==> config.mk <==
export PLATFORM = sky130hd
export DESIGN_NAME = can_frame_display_seq
export DESIGN_NICKNAME = d
export VERILOG_FILES = /design/src/rtl/can_frame_display_seq_pkg.sv /design/src/rtl/can_frame_display_seq_btn_sync_edge.sv /design/src/rtl/can_frame_display_seq.sv
export SDC_FILE = /design/constraint.sdc
export NUM_CORES = 1
export LEC_CHECK = 0
export BUFFER_PORTS_ARGS = -buffer_cell sky130_fd_sc_hd__buf_4
export CAP_MARGIN = 20
export CORE_MARGIN = 2
export CORE_UTILIZATION = 54
export DETAILED_ROUTE_END_ITERATION = 8
export HOLD_SLACK_MARGIN = 0.15
export PLACE_DENSITY = 0.77
export REMOVE_ABC_BUFFERS = 1
export SYNTH_ARGS = -nofsm -noshare
export SYNTH_HDL_FRONTEND = slang
export SYNTH_SLANG_ARGS = --single-unit
==> constraint.sdc <==
create_clock -name CLK -period 3.9 [get_ports CLK]
set_input_delay 0.78 -clock CLK [delete_from_list [all_inputs] [get_ports CLK]]
set_output_delay 0.78 -clock CLK [all_outputs]
set_load 0.05 [all_outputs]
==> src/rtl/can_frame_display_seq_pkg.sv <==
// Shared page indices, FSM states and frame bundle for the CAN frame display sequencer.
// Also provides helpers for the last page of a frame and the byte shown on a given page.
package can_frame_display_seq_pkg;

    localparam logic [3:0] PG_ID_HI    = 4'd0;
    localparam logic [3:0] PG_ID_LO    = 4'd1;
    localparam logic [3:0] PG_DLC      = 4'd2;
    localparam logic [3:0] PG_DATA0    = 4'd3;
    localparam logic [3:0] PG_MAX      = 4'd10;
    localparam logic [3:0] CAN_MAX_DLC = 4'd8;

    typedef enum logic {
        ST_IDLE = 1'b0,
        ST_SHOW = 1'b1
    } state_t;

    typedef struct packed {
        logic [10:0] id;
        logic [3:0]  dlc;
        logic [63:0] data;
    } can_frame_t;

    // DLC 9..15 still carries only 8 data bytes
    function automatic logic [3:0] last_page(input logic [3:0] dlc);
        logic [3:0] lp;
        if (dlc >= CAN_MAX_DLC)
            lp = PG_MAX;
        else
            lp = PG_DLC + dlc;
        return lp;
    endfunction

    function automatic logic [7:0] page_byte(
        input can_frame_t f,
        input logic [3:0] pg
    );
        logic [7:0] b;
        logic [2:0] k;
        k = 3'(pg - PG_DATA0);
        case (pg)
            PG_ID_HI: b = {5'b0, f.id[10:8]};
            PG_ID_LO: b = f.id[7:0];
            PG_DLC:   b = {4'h0, f.dlc};
            default:  b = f.data[{k, 3'b000} +: 8];
        endcase
        return b;
    endfunction

endpackage

==> src/rtl/can_frame_display_seq_btn_sync_edge.sv <==
// Button synchroniser (SYNC_STAGES flops) followed by a one-cycle rising-edge pulse.
// Ports: CLK, RST_N (async, active low), btn_raw (asynchronous), btn_rise (pulse).
module btn_sync_edge #(
    parameter int SYNC_STAGES = 2
) (
    input  logic CLK,
    input  logic RST_N,
    input  logic btn_raw,
    output logic btn_rise
);

    logic [SYNC_STAGES-1:0] sync_q;
    logic                   last_q;

    always_ff @(posedge CLK or negedge RST_N) begin
        if (!RST_N) begin
            sync_q <= '0;
            last_q <= 1'b0;
        end else begin
            sync_q <= {sync_q[SYNC_STAGES-2:0], btn_raw};
            last_q <= sync_q[SYNC_STAGES-1];
        end
    end

    assign btn_rise = sync_q[SYNC_STAGES-1] & ~last_q;

endmodule

==> src/rtl/can_frame_display_seq.sv <==
// Holds the latest CAN frame and pages through it one byte at a time for a hex display.
// Ports: CLK/RST_N, RX_* valid/ready frame input, AUTO_EN, BTN_NEXT; DISP_BYTE, PAGE_IDX, FRAME_CNT.
module can_frame_display_seq
    import can_frame_display_seq_pkg::*;
#(
    parameter int unsigned DWELL_CYCLES = 50_000_000,
    parameter int          SYNC_STAGES  = 2
) (
    input  logic        CLK,
    input  logic        RST_N,
    input  logic        RX_VALID,
    output logic        RX_READY,
    input  logic [10:0] RX_ID,
    input  logic [3:0]  RX_DLC,
    input  logic [63:0] RX_DATA,
    input  logic        AUTO_EN,
    input  logic        BTN_NEXT,
    output logic [7:0]  DISP_BYTE,
    output logic [3:0]  PAGE_IDX,
    output logic [7:0]  FRAME_CNT
);

    localparam logic [31:0] DWELL_LAST = 32'(DWELL_CYCLES - 1);

    state_t     state_q, state_d;
    can_frame_t disp_q, disp_d;
    can_frame_t pend_q, pend_d;
    logic       pend_full_q, pend_full_d;
    logic [3:0] page_q, page_d;
    logic [31:0] dwell_q, dwell_d;
    logic [7:0] cnt_q;
    logic [7:0] byte_q, byte_d;

    logic       btn_rise;
    logic       accept;
    logic       tick;
    logic       adv;
    can_frame_t rx_frame;

    btn_sync_edge #(
        .SYNC_STAGES (SYNC_STAGES)
    ) u_btn (
        .CLK      (CLK),
        .RST_N    (RST_N),
        .btn_raw  (BTN_NEXT),
        .btn_rise (btn_rise)
    );

    assign rx_frame = {RX_ID, RX_DLC, RX_DATA};
    assign accept   = RX_VALID & ~pend_full_q;
    assign tick     = AUTO_EN & (dwell_q == DWELL_LAST);
    // timer and button landing together still give one advance
    assign adv      = (state_q == ST_SHOW) & (tick | btn_rise);

    always_comb begin
        state_d     = state_q;
        disp_d      = disp_q;
        pend_d      = pend_q;
        pend_full_d = pend_full_q;
        page_d      = page_q;
        dwell_d     = '0;
        unique case (state_q)
            ST_IDLE: begin
                if (accept) begin
                    disp_d  = rx_frame;
                    page_d  = PG_ID_HI;
                    state_d = ST_SHOW;
                end
            end
            ST_SHOW: begin
                if (adv) begin
                    if (page_q < last_page(disp_q.dlc)) begin
                        page_d = page_q + 4'd1;
                    end else begin
                        page_d = PG_ID_HI;
                        if (pend_full_q) begin
                            disp_d      = pend_q;
                            pend_full_d = 1'b0;
                        end
                    end
                end else if (AUTO_EN) begin
                    dwell_d = dwell_q + 32'd1;
                end
                // accept only happens with the slot empty, so it never races a wrap-load
                if (accept) begin
                    pend_d      = rx_frame;
                    pend_full_d = 1'b1;
                end
            end
            default: ;
        endcase
        byte_d = (state_d == ST_SHOW) ? page_byte(disp_d, page_d) : 8'h00;
    end

    always_ff @(posedge CLK or negedge RST_N) begin
        if (!RST_N) begin
            state_q     <= ST_IDLE;
            disp_q      <= '0;
            pend_q      <= '0;
            pend_full_q <= 1'b0;
            page_q      <= PG_ID_HI;
            dwell_q     <= '0;
            cnt_q       <= '0;
            byte_q      <= '0;
        end else begin
            state_q     <= state_d;
            disp_q      <= disp_d;
            pend_q      <= pend_d;
            pend_full_q <= pend_full_d;
            page_q      <= page_d;
            dwell_q     <= dwell_d;
            cnt_q       <= cnt_q + {7'b0, accept};
            byte_q      <= byte_d;
        end
    end

    assign RX_READY  = ~pend_full_q;
    assign DISP_BYTE = byte_q;
    assign PAGE_IDX  = page_q;
    assign FRAME_CNT = cnt_q;

endmodule

# Yosys cells after proc, flatten, opt, wreduce, memory -nomap -nowiden
# Index checks and enable logic that the tools add are counted.
# classes
order_cmp,2
n_reduce_logical,4
addsub,5
shifts,1
eq_ne,4
muxes,22
n_bitwise,8
# ops
cell,n
79-bit 2-to-1 mux,4
79-bit one-hot mux with 2 select lines,1
32-bit 2-to-1 mux,3
64-bit by 7-bit indexed part select with 8-bit output,1
"32-bit by 1-bit adder with 32-bit output, second input constant",1
"32-bit by 26-bit equality test with 1-bit output, second input constant",1
4-bit 2-to-1 mux,6
8-bit one-hot mux with 3 select lines,1
8-bit by 1-bit adder with 8-bit output,1
8-bit 2-to-1 mux,1
4-bit one-hot mux with 2 select lines,1
1-bit 2-to-1 mux,5
"2-bit by 4-bit adder with 4-bit output, first input constant",1
"4-bit by 1-bit adder with 4-bit output, second input constant",1
1-bit AND,4
"4-bit by 1-bit equality test with 1-bit output, second input constant",1
"4-bit by 2-bit equality test with 1-bit output, second input constant",1
"4-bit greater-or-equal comparator, second input constant",1
4-bit logical NOT,1
4-bit < comparator,1
1-bit inverter,3
3-bit AND reduction,1
"3-bit by 2-bit subtractor with 3-bit output, second input constant",1
"2-bit inequality test, second input constant",1
3 further kinds,3
# totals
elab_cells,60
reg_bits,215
inputBits,84

# Logic depth before layout (Yosys ltp)
# Gate-level depths: netlist (run 1).
# logic_depth
depth_word,14
ltp_mapped,17
ltp_nobuf,16

# By module
# A second synthesis (run 1) with hierarchy kept.
# hier_totals
cells_unflattened,1104
hier_area_um2,10831.6
# modules_own_cells
mod,instances,cells_each,area_per_inst_um2
can_frame_display_seq,1,1100,10742.8
btn_sync_edge,1,4,88.8

# Least setup slack after synthesis (run 1)
# OpenSTA, ideal clock, no wires.
# synth_timing
path_type,flip-flop to flip-flop
from,"register page_q[2], in the netlist PAGE_IDX[2]"
to,"register byte_q[4], in the netlist DISP_BYTE[4]"
required_ps,3829
setup_slack_ps,-169
path_stages_with_launch,16
arrival_time_ps,3998
cell_sequence,dfrtp_1 -> ha_1 -> and2_1 -> a221o_1 -> nor2_1 -> nor4b_1 -> nor2_1 -> buf_4 -> buf_2 -> ha_1 -> nor3_1 -> o21a_1 -> buf_2 -> nand2b_1 -> a211o_1 -> nand4_1
# synth_via
elab_chain_len,8
word_cells_on_any_way,16
classes_between,add/sub (2); order compare (1); eq/ne (2); shift (1); mux (9); reduce/logical (1)
# synth_rtl
item,line,source
start: declaration,can_frame_display_seq.sv:29,"logic [3:0] page_q, page_d;"
start signal: assignment,can_frame_display_seq.sv:110,page_q <= page_d;
4-bit by 1-bit adder with 4-bit output / 4-bit < comparator (equally long branches),"can_frame_display_seq.sv:73, can_frame_display_seq.sv:72",
4-bit 2-to-1 mux,can_frame_display_seq.sv:72,if (page_q < last_page(disp_q.dlc)) begin
4-bit 2-to-1 mux,can_frame_display_seq.sv:71,if (adv) begin
4-bit one-hot mux with 2 select lines,can_frame_display_seq.sv:62,unique case (state_q)
3-bit by 2-bit subtractor with 3-bit output,can_frame_display_seq_pkg.sv:39,k = 3'(pg - PG_DATA0);
64-bit by 7-bit indexed part select with 8-bit output,can_frame_display_seq_pkg.sv:44,"default: b = f.data[{k, 3'b000} +: 8];"
8-bit one-hot mux with 3 select lines (*),can_frame_display_seq_pkg.sv:40,case (pg)
8-bit 2-to-1 mux (*),can_frame_display_seq.sv:92,"byte_d = (state_d == ST_SHOW) ? page_byte(disp_d, page_d) : 8'h00;"
via byte_d[4],can_frame_display_seq.sv:32,"logic [7:0] byte_q, byte_d;"
end signal: assignment,can_frame_display_seq.sv:113,byte_q <= byte_d;
end: declaration,can_frame_display_seq.sv:32,
# Mark *: on every way through the listed nets, which the timed path passes. The rest lies on a longest branch.
# A chain may end at the register's enable or synchronous reset.

# Final worst setup path (run 1)
# layout_timing
from,register disp_q[65] (netlist bit)
to,"register byte_q[6], in the netlist DISP_BYTE[6]"
# layout_via
elab_chain_len,12
word_cells_on_any_way,19
classes_between,add/sub (2); order compare (2); eq/ne (2); shift (1); mux (11); reduce/logical (1)
# layout_rtl
item,line,source
start: declaration,can_frame_display_seq.sv:26,"can_frame_t disp_q, disp_d;"
start signal: assignment,can_frame_display_seq.sv:107,disp_q <= disp_d;
2-bit by 4-bit adder with 4-bit output / 4-bit greater-or-equal comparator (equally long branches),"can_frame_display_seq_pkg.sv:29, can_frame_display_seq_pkg.sv:26",
4-bit 2-to-1 mux (*),can_frame_display_seq_pkg.sv:26,if (dlc >= CAN_MAX_DLC)
4-bit 2-to-1 mux (*),can_frame_display_seq.sv:71,
4-bit 2-to-1 mux (*),can_frame_display_seq.sv:62,
4-bit < comparator (*),can_frame_display_seq.sv:72,
4-bit 2-to-1 mux (*),can_frame_display_seq.sv:72,
4-bit 2-to-1 mux (*),can_frame_display_seq.sv:71,
4-bit one-hot mux with 2 select lines (*),can_frame_display_seq.sv:62,
via page_d[1],can_frame_display_seq.sv:29,
3-bit by 2-bit subtractor with 3-bit output,can_frame_display_seq_pkg.sv:39,
64-bit by 7-bit indexed part select with 8-bit output,can_frame_display_seq_pkg.sv:44,
8-bit one-hot mux with 3 select lines (*),can_frame_display_seq_pkg.sv:40,
8-bit 2-to-1 mux (*),can_frame_display_seq.sv:92,
via byte_d[6],can_frame_display_seq.sv:32,
# Mark *: on every way through the listed nets, which the timed path passes. The rest lies on a longest branch. The select of a mux whose other input is x is not followed.

==> metrics.txt, run 1 <==
Tmin final 3.82 ns; Peak VDD IR 0.000361 V; synth top area cells dfrtp_1 (51%), mux2_2 (9.1%), o221a_2 (6.0%); Worst path slowest cell dfrtp_1; Overflow after GRT 0; Sequential Power Share 48.9%; Synth top area share 51.1%; Post-Synth Simple-Gate Area 17.6%; max_cap viols 0; # rows 51; Cells after Synth 993; Placer Congestion 0.849; Setup crit start disp_q[65]; DR vias/cell 5.99; Clock transition at path regs 0.06 ns; pre-CTS setup slack -0.112 ns; Initial Utilization 54.7%; Die Ht 144 um; category of the most critical setup path reg2reg; Main synth FF type dfrtp_1; CP endpoint kind register; most common cell after layout, fill and taps aside dfrtp_1; Detail Placement HPWL 17100 um; number of synthesized flops with an enable pin 0; 1st-pass router iterations 5; Int Power 3.58 mW; Die Area 0.0206 mm^2; Adder-Cell Fraction of Synth Area 1.43%; first-pass GRT wire length 42500 um; Mapped Avg Cell Area 10.6 um^2; Reg-to-Reg Start disp_q[65]; Clock H-tree levels 1; Power Dens Cells 363 mW/mm^2; ant diodes 0; hold buffer count at cts 0; CTS Buffer Depth 3; r2r setup slk 0.08 ns; worst path required time 4.30 ns; yosys warns 0; antenna violations before repair 0; flops & latches, synth 215; Worst-Margin Slew 0.982 ns; Detail Route Antenna Nets 0; fin nets 1197; number of unique standard cell types used by synthesis 65; vias in the first global route 8244; drt total wl 26300 um; multiplexer share of the synthesized area 12.4%; Hold Crit Start u_btn.sync_q[0]; Final Setup Violations 0; via count 8264; Pleak 5.99 nW; final slew viol count 0; main combinational cell family by area after synthesis simple AND/OR/NAND/NOR gates; Switching Power 0.982 mW; synthesized cell area 0.0105 mm^2; post-synth top area cell dfrtp_1; IO Pins 105; # port buffers 104; Num CTS Buffers 23; WP data arrival 4.22 ns; Final Cycle Share 97.9%; Core Box Area 0.0193 mm^2; # clock sinks 215; fmax 262 MHz; # DRC 0; drt initial violations 644; total track usage 25.9%; largest net degree at the start of global routing 123; Root Driver clkbuf_16; worst path cell trace ha_1 > nand2b_1 > ha_1 > and2_4 > a221o_1 > nor2_2 > buf_4 > nand2_1 > o21ai_0 > a22oi_1 > inv_1 > ha_2 > nor3_1 > nor2_2 > mux2_2 > o31ai_1 > nand3_1; sw frac 21.5%; Synth async-reset ratio 100%; Crit Path Max Fanout 5; Skew-Pair Late Insertion Delay 0.52 ns; xor/xnor share of the synthesized area 2.83%; HP Class reg2reg; WL per Instance 19.1 um; combinational fraction of design power 3.1%; clock share of power 48.0%; status finished, final reports clean; Area Overhead vs Synth 19.2%; TNS Setup 0 ns; slew margin rel. 34.6%; final worst-path setup slack 0.0836 ns; Die Span X 144 um; CTS tree yes; clock skew 0.0123 ns; commonest non-fill, non-tap cells in the layout dfrtp_1 (215), nand2_1 (154), buf_4 (137); Worst Setup Start Kind register; Compound-Gate Fraction of Synth Area 11.6%; sequential share of the synthesized area 51.1%; Fin. Hold Viols 0; ratio of cells with drive above 1 in the final layout 31.5%; peak per-stage delay on the critical path 0.41 ns
[Yosys cell counts, drive strengths merged (2+ instances only)]
cell,instances
o211a,2
a21oi,16
mux2,85
ha,12
a221oi,2
nor2b,5
nand4,13
xor2,18
or3b,2
o221a,56
a211oi,10
a31oi,6
nor3,18
clkbuf,29
nand3,88
o21ai,13
nand2b,3
buf,32
nor2,73
nand2,157
o211ai,3
and3,18
xnor2,16
a21boi,3
o22ai,10
o31ai,3
or3,4
nor4b,3
mux2i,35
a211o,3
a22oi,5
o31a,3
nor4,8
inv,11
dfrtp,215
[power by group through the flow]
stage / clock, mW / combinational, mW / sequential (mW)
after floorplan: 0 / 0.00628 / 2.27
after global placement: 0 / 0.142 / 2.27
after detailed placement: 0 / 0.142 / 2.27
after CTS: 2.21 / 0.143 / 2.23
after global routing: 2.30 / 0.155 / 2.23
final: 2.19 / 0.140 / 2.23
[cells by family after synthesis]
| family | after synthesis |
|---|---|
| buffers and inverters | 72 |
| AOI/OAI and AO/OA | 141 |
| DFF | 215 |
| adders and majority gates | 12 |
| muxes | 120 |
| and+or+nand+nor | 399 |
| xor gates and xnor gates | 34 |
[state kept, by name (all words and copies together) (netlist names)]
| signal | flops |
|---|---|
| pend_q | 79 |
| DISP_BYTE | 8 |
| dwell_q | 32 |
| PAGE_IDX | 4 |
| FRAME_CNT | 8 |
| state_q | 1 |
| u_btn.sync_q | 2 |
| pend_full_q | 1 |
| u_btn.last_q | 1 |
| disp_q | 79 |
[metrics by stage]
stage | total power [mW] | hold WS (ns) | cell area [um^2] | utilization, % | std cells
after floorplan | 2.28 | 0.331 | 10200 | - | 932
after global placement | 2.42 | 0.332 | 11700 | 60.9 | 1337
after detailed placement | 2.42 | 0.335 | 11700 | 60.9 | 1337
after CTS | 4.59 | 0.348 | 12500 | 64.8 | 1377
after global routing | 4.68 | 0.370 | 12600 | 65.2 | 1380
final | 4.56 | 0.348 | 12600 | 65.2 | 1380
[worst paths after layout]
check	cells past startpoint	endpoint
max in group asynchronous	2	dwell_q[17]
max	17	DISP_BYTE[6]
max reg2reg	17	DISP_BYTE[6]
min reg2reg	0	u_btn.sync_q[1]
min	0	u_btn.sync_q[1]
min in group asynchronous	1	FRAME_CNT[1]
[area by class of cell]
| class | count | area, um^2 |
|---|---|---|
| clock buffers | 28 | 634 |
| clock inverters | 11 | 111 |
| fillers | 1540 | 6710 |
| inverters | 11 | 41.3 |
| multi-input cells | 706 | 4900 |
| flip-flops and latches | 215 | 5380 |
| well taps | 265 | 332 |
| repair buffers | 144 | 1160 |
[critical path, delay by kind of cell (launching register included)]
family,cells,cell delay (ns)
AOI/OAI and AO/OA,4,1.01
adders and majority gates,3,0.78
buffers and inverters,2,0.29
DFF,1,0.41
muxes,1,0.37
and+or+nand+nor,7,0.85
[layer usage]
metal	global-route usage [%]	share of wire (%)	up-vias
met5	0	0	-
met4	8.00	2.3	0
met3	4.23	7.1	50
met2	41.7	48	293
met1	36.2	43	4107
li1	-	-	3814
[what timing repair did]
| item | in CTS | in global routing |
|---|---|---|
| buffers inserted | 1 | 3 |
| gates resized for setup | 0 | 12 |
| endpoints found under the hold margin | 0 | 0 |
| pin swaps | 1 | 4 |
| endpoints found under the setup margin | 5 | 8 |
No activity file was read; power rests on OpenSTA's default activity.
==> inputs of run 2 (changes only) <==
--- a/config.mk
+++ b/config.mk
@@ -5,14 +5,16 @@
 export SDC_FILE = /design/constraint.sdc
 export NUM_CORES = 1
 export LEC_CHECK = 0
+export ABC_AREA = 1
 export BUFFER_PORTS_ARGS = -buffer_cell sky130_fd_sc_hd__buf_4
 export CAP_MARGIN = 20
 export CORE_MARGIN = 2
-export CORE_UTILIZATION = 54
+export CORE_UTILIZATION = 55
 export DETAILED_ROUTE_END_ITERATION = 8
 export HOLD_SLACK_MARGIN = 0.15
 export PLACE_DENSITY = 0.77
 export REMOVE_ABC_BUFFERS = 1
+export SLEW_MARGIN = 10
 export SYNTH_ARGS = -nofsm -noshare
 export SYNTH_HDL_FRONTEND = slang
 export SYNTH_SLANG_ARGS = --single-unit
==> run 2 against run 1 <==
  * Clock skew grew 0.0036 ns
  * Via count grew 58%
  * Utilization shrank 1.5 points
  * Register-to-register slack gained 0.49 ns
  * Sequential share of layout area shrank 7.9 points
  * Global-route usage up 2.3 points
  * Critical endpoint unchanged
  * Largest power group is now the clock network
==> metrics.txt, run 2 <==
clock skew 0.0159 ns; commonest non-fill, non-tap cells in the layout nand2_1 (696), inv_1 (313), dfrtp_1 (213), o21ai_0 (213), a21oi_1 (151); status finished, final reports clean; Int Power 3.92 mW; IO Pins 105; # clock sinks 215; max_cap viols 0; slew margin rel. 46.8%; Placer Congestion 0.916; TNS Setup 0 ns; top-count cell post-synth nand2_1; most common cell after layout, fill and taps aside nand2_1; sequential share of the synthesized area 39.7%; total track usage 28.1%; 1st-pass router iterations 6; Final Cell Area 0.0154 mm^2; worst path required time 4.33 ns; Worst Setup Start Kind register; # DRC 0; CP endpoint kind register; Area Overhead vs Synth 13.9%; WP data arrival 3.76 ns; Sequential Power Share 44.6%; vias in the first global route 12300; Initial Utilization 55.9%; placed insts 2417; Final Cycle Share 85.4%; first-pass GRT wire length 60600 um; Clock H-tree levels 1; HP Class in2async; Finished Layout Cells 2465; fin nets 2217; Core Box Area 0.0242 mm^2; RSZ-0062 raised after global routing false; WL per Instance 14.5 um; via count 13100; CTS tree yes; largest net degree at the start of global routing 159; number of unique standard cell types used by synthesis 37; Worst-Margin Slew 0.797 ns; Switching Power 1.09 mW; drt initial violations 1079; synthesized cell area 0.0136 mm^2; synth top area cells dfrtp_1 (40%), nand2_1 (19%), inv_1 (8.7%); fillers 2228; # port buffers 104; yosys warns 0; Detail Placement HPWL 22600 um; Overflow after GRT 0; Synth async-reset ratio 100%; ant diodes 0; # Post-CTS Setup Buffers 0; sequential cell area 0.00539 mm^2; Mapped Avg Cell Area 6.50 um^2; Skew-Pair Late Insertion Delay 0.54 ns; sw frac 21.7%; final design utilization 63.7%; ratio of cells with drive above 1 in the final layout 9.53%; Cells after Synth 2086; category of the most critical setup path reg2reg; final slew viol count 0; Die Ht 161 um; Final Setup Violations 0; antenna violations before repair 0; Tmin final 3.33 ns; Die Span X 161 um; Synth top area share 39.7%; pre-CTS setup slack 0.596 ns; fmax 300 MHz; # rows 57; drt total wl 35900 um; final worst-path setup slack 0.570 ns; Detail Route Antenna Nets 0; Root Driver clkbuf_16; Die Area 0.0259 mm^2; Clock transition at path regs 0.07 ns; DR vias/cell 5.31; # resized after CTS 0; post-synth top area cell dfrtp_1; flops & latches, synth 215; Power Dens Cells 324 mW/mm^2; Synth top cells by count nand2_1 (698), inv_1 (314), dfrtp_1 (215), o21ai_0 (213), a21oi_1 (153); Pleak 8.18 nW; Fin. Hold Viols 0; Num CTS Buffers 26; Crit Path Max Fanout 51; biggest regs disp_q: 79 flops, pend_q: 79 flops, dwell_q: 32 flops; hold buffer count at cts 0; combinational fraction of design power 3.0%; Power, Total 5.01 mW; DP Area 0.0145 mm^2; clock share of power 52.4%; CTS Buffer Depth 3; Peak VDD IR 0.000294 V; Multi-input gate area 0.00648 mm^2; Main synth FF type dfrtp_1; worst hold slack 0.328 ns; number of synthesized flops with an enable pin 0
[run 2: changes by cell type after synthesis, sizes merged, moves of 10 or more]
cell | before | now
nand2 | 157 | 703
inv | 11 | 320
o21ai | 13 | 230
a21oi | 16 | 154
mux2 | 85 | 6
nor2 | 73 | 149
o221a | 56 | 0
clkbuf | 29 | 70
mux2i | 35 | 0
nand3 | 88 | 112
and3 | 18 | 0
buf | 32 | 50
a211oi | 10 | 0
o22ai | 10 | 0
[run 2: final cells by class]
class | instances | area share, %
multi-input combinational | 1431 | 42.0
sequential | 215 | 34.9
inverter | 320 | 7.78
timing repair buffer | 127 | 6.70
clock buffer | 37 | 4.94
tap | 324 | 2.63
clock inverter | 11 | 1.06
[run 2: power groups by stage]
| stage | clock, mW | combinational [mW] | sequential, mW |
|---|---|---|---|
| after floorplan | 0 | 0.0237 | 2.27 |
| after global placement | 0 | 0.154 | 2.27 |
| after detailed placement | 0 | 0.155 | 2.27 |
| after CTS | 2.66 | 0.155 | 2.23 |
| after global routing | 2.76 | 0.170 | 2.23 |
| final | 2.63 | 0.151 | 2.23 |
[run 2: final timing paths]
path,endpoint,from,cells after the start,slack [ns]
max,DISP_BYTE[6],disp_q[66],20,0.57
min,pend_q[8],RST_N,1,0.33
max reg2reg,DISP_BYTE[6],disp_q[66],20,0.57
min reg2reg,u_btn.sync_q[1],u_btn.sync_q[0],0,0.39
max in group asynchronous,pend_q[28],RST_N,2,2.71
min in group CLK,u_btn.sync_q[0],BTN_NEXT,1,0.35
[run 2: layer usage]
layer / GRT usage, % / part of all wire [%] / up-vias
met4: 9.21 / 2.5 / 0
met5: 0 / 0 / -
met1: 38.4 / 43 / 6057
met2: 46.4 / 47 / 437
li1: - / - / 6526
met3: 4.19 / 7.1 / 61
[run 2: kinds of logic (layout without fill, tap and decap cells)]
logic type	count (synthesis)	count (layout)	synth area share (%)
compound gates	392	392	14.7
xor+xnor	27	27	1.86
fa+ha+maj	12	12	1.11
buf+inv	440	495	12.7
flops	215	215	39.7
mux	6	6	0.499
simple gates	994	994	29.4
[run 2: critical path: stages, from the launching register on]
cell and delay, ns:
dfrtp_1 0.41, ha_1 0.28, nand2_1 0.05, ha_1 0.27, nand2_1 0.05, inv_1 0.05, nand2_1 0.10, nand2_4 0.23
buf_4 0.49, nor2_1 0.08, nand3_1 0.10, nand2_1 0.06, nand2_1 0.06, nand2_2 0.07, nor2_4 0.24, o31ai_2 0.20
buf_4 0.21, nor2_1 0.11, nor2_1 0.05, nand2_1 0.08, inv_1 0.04
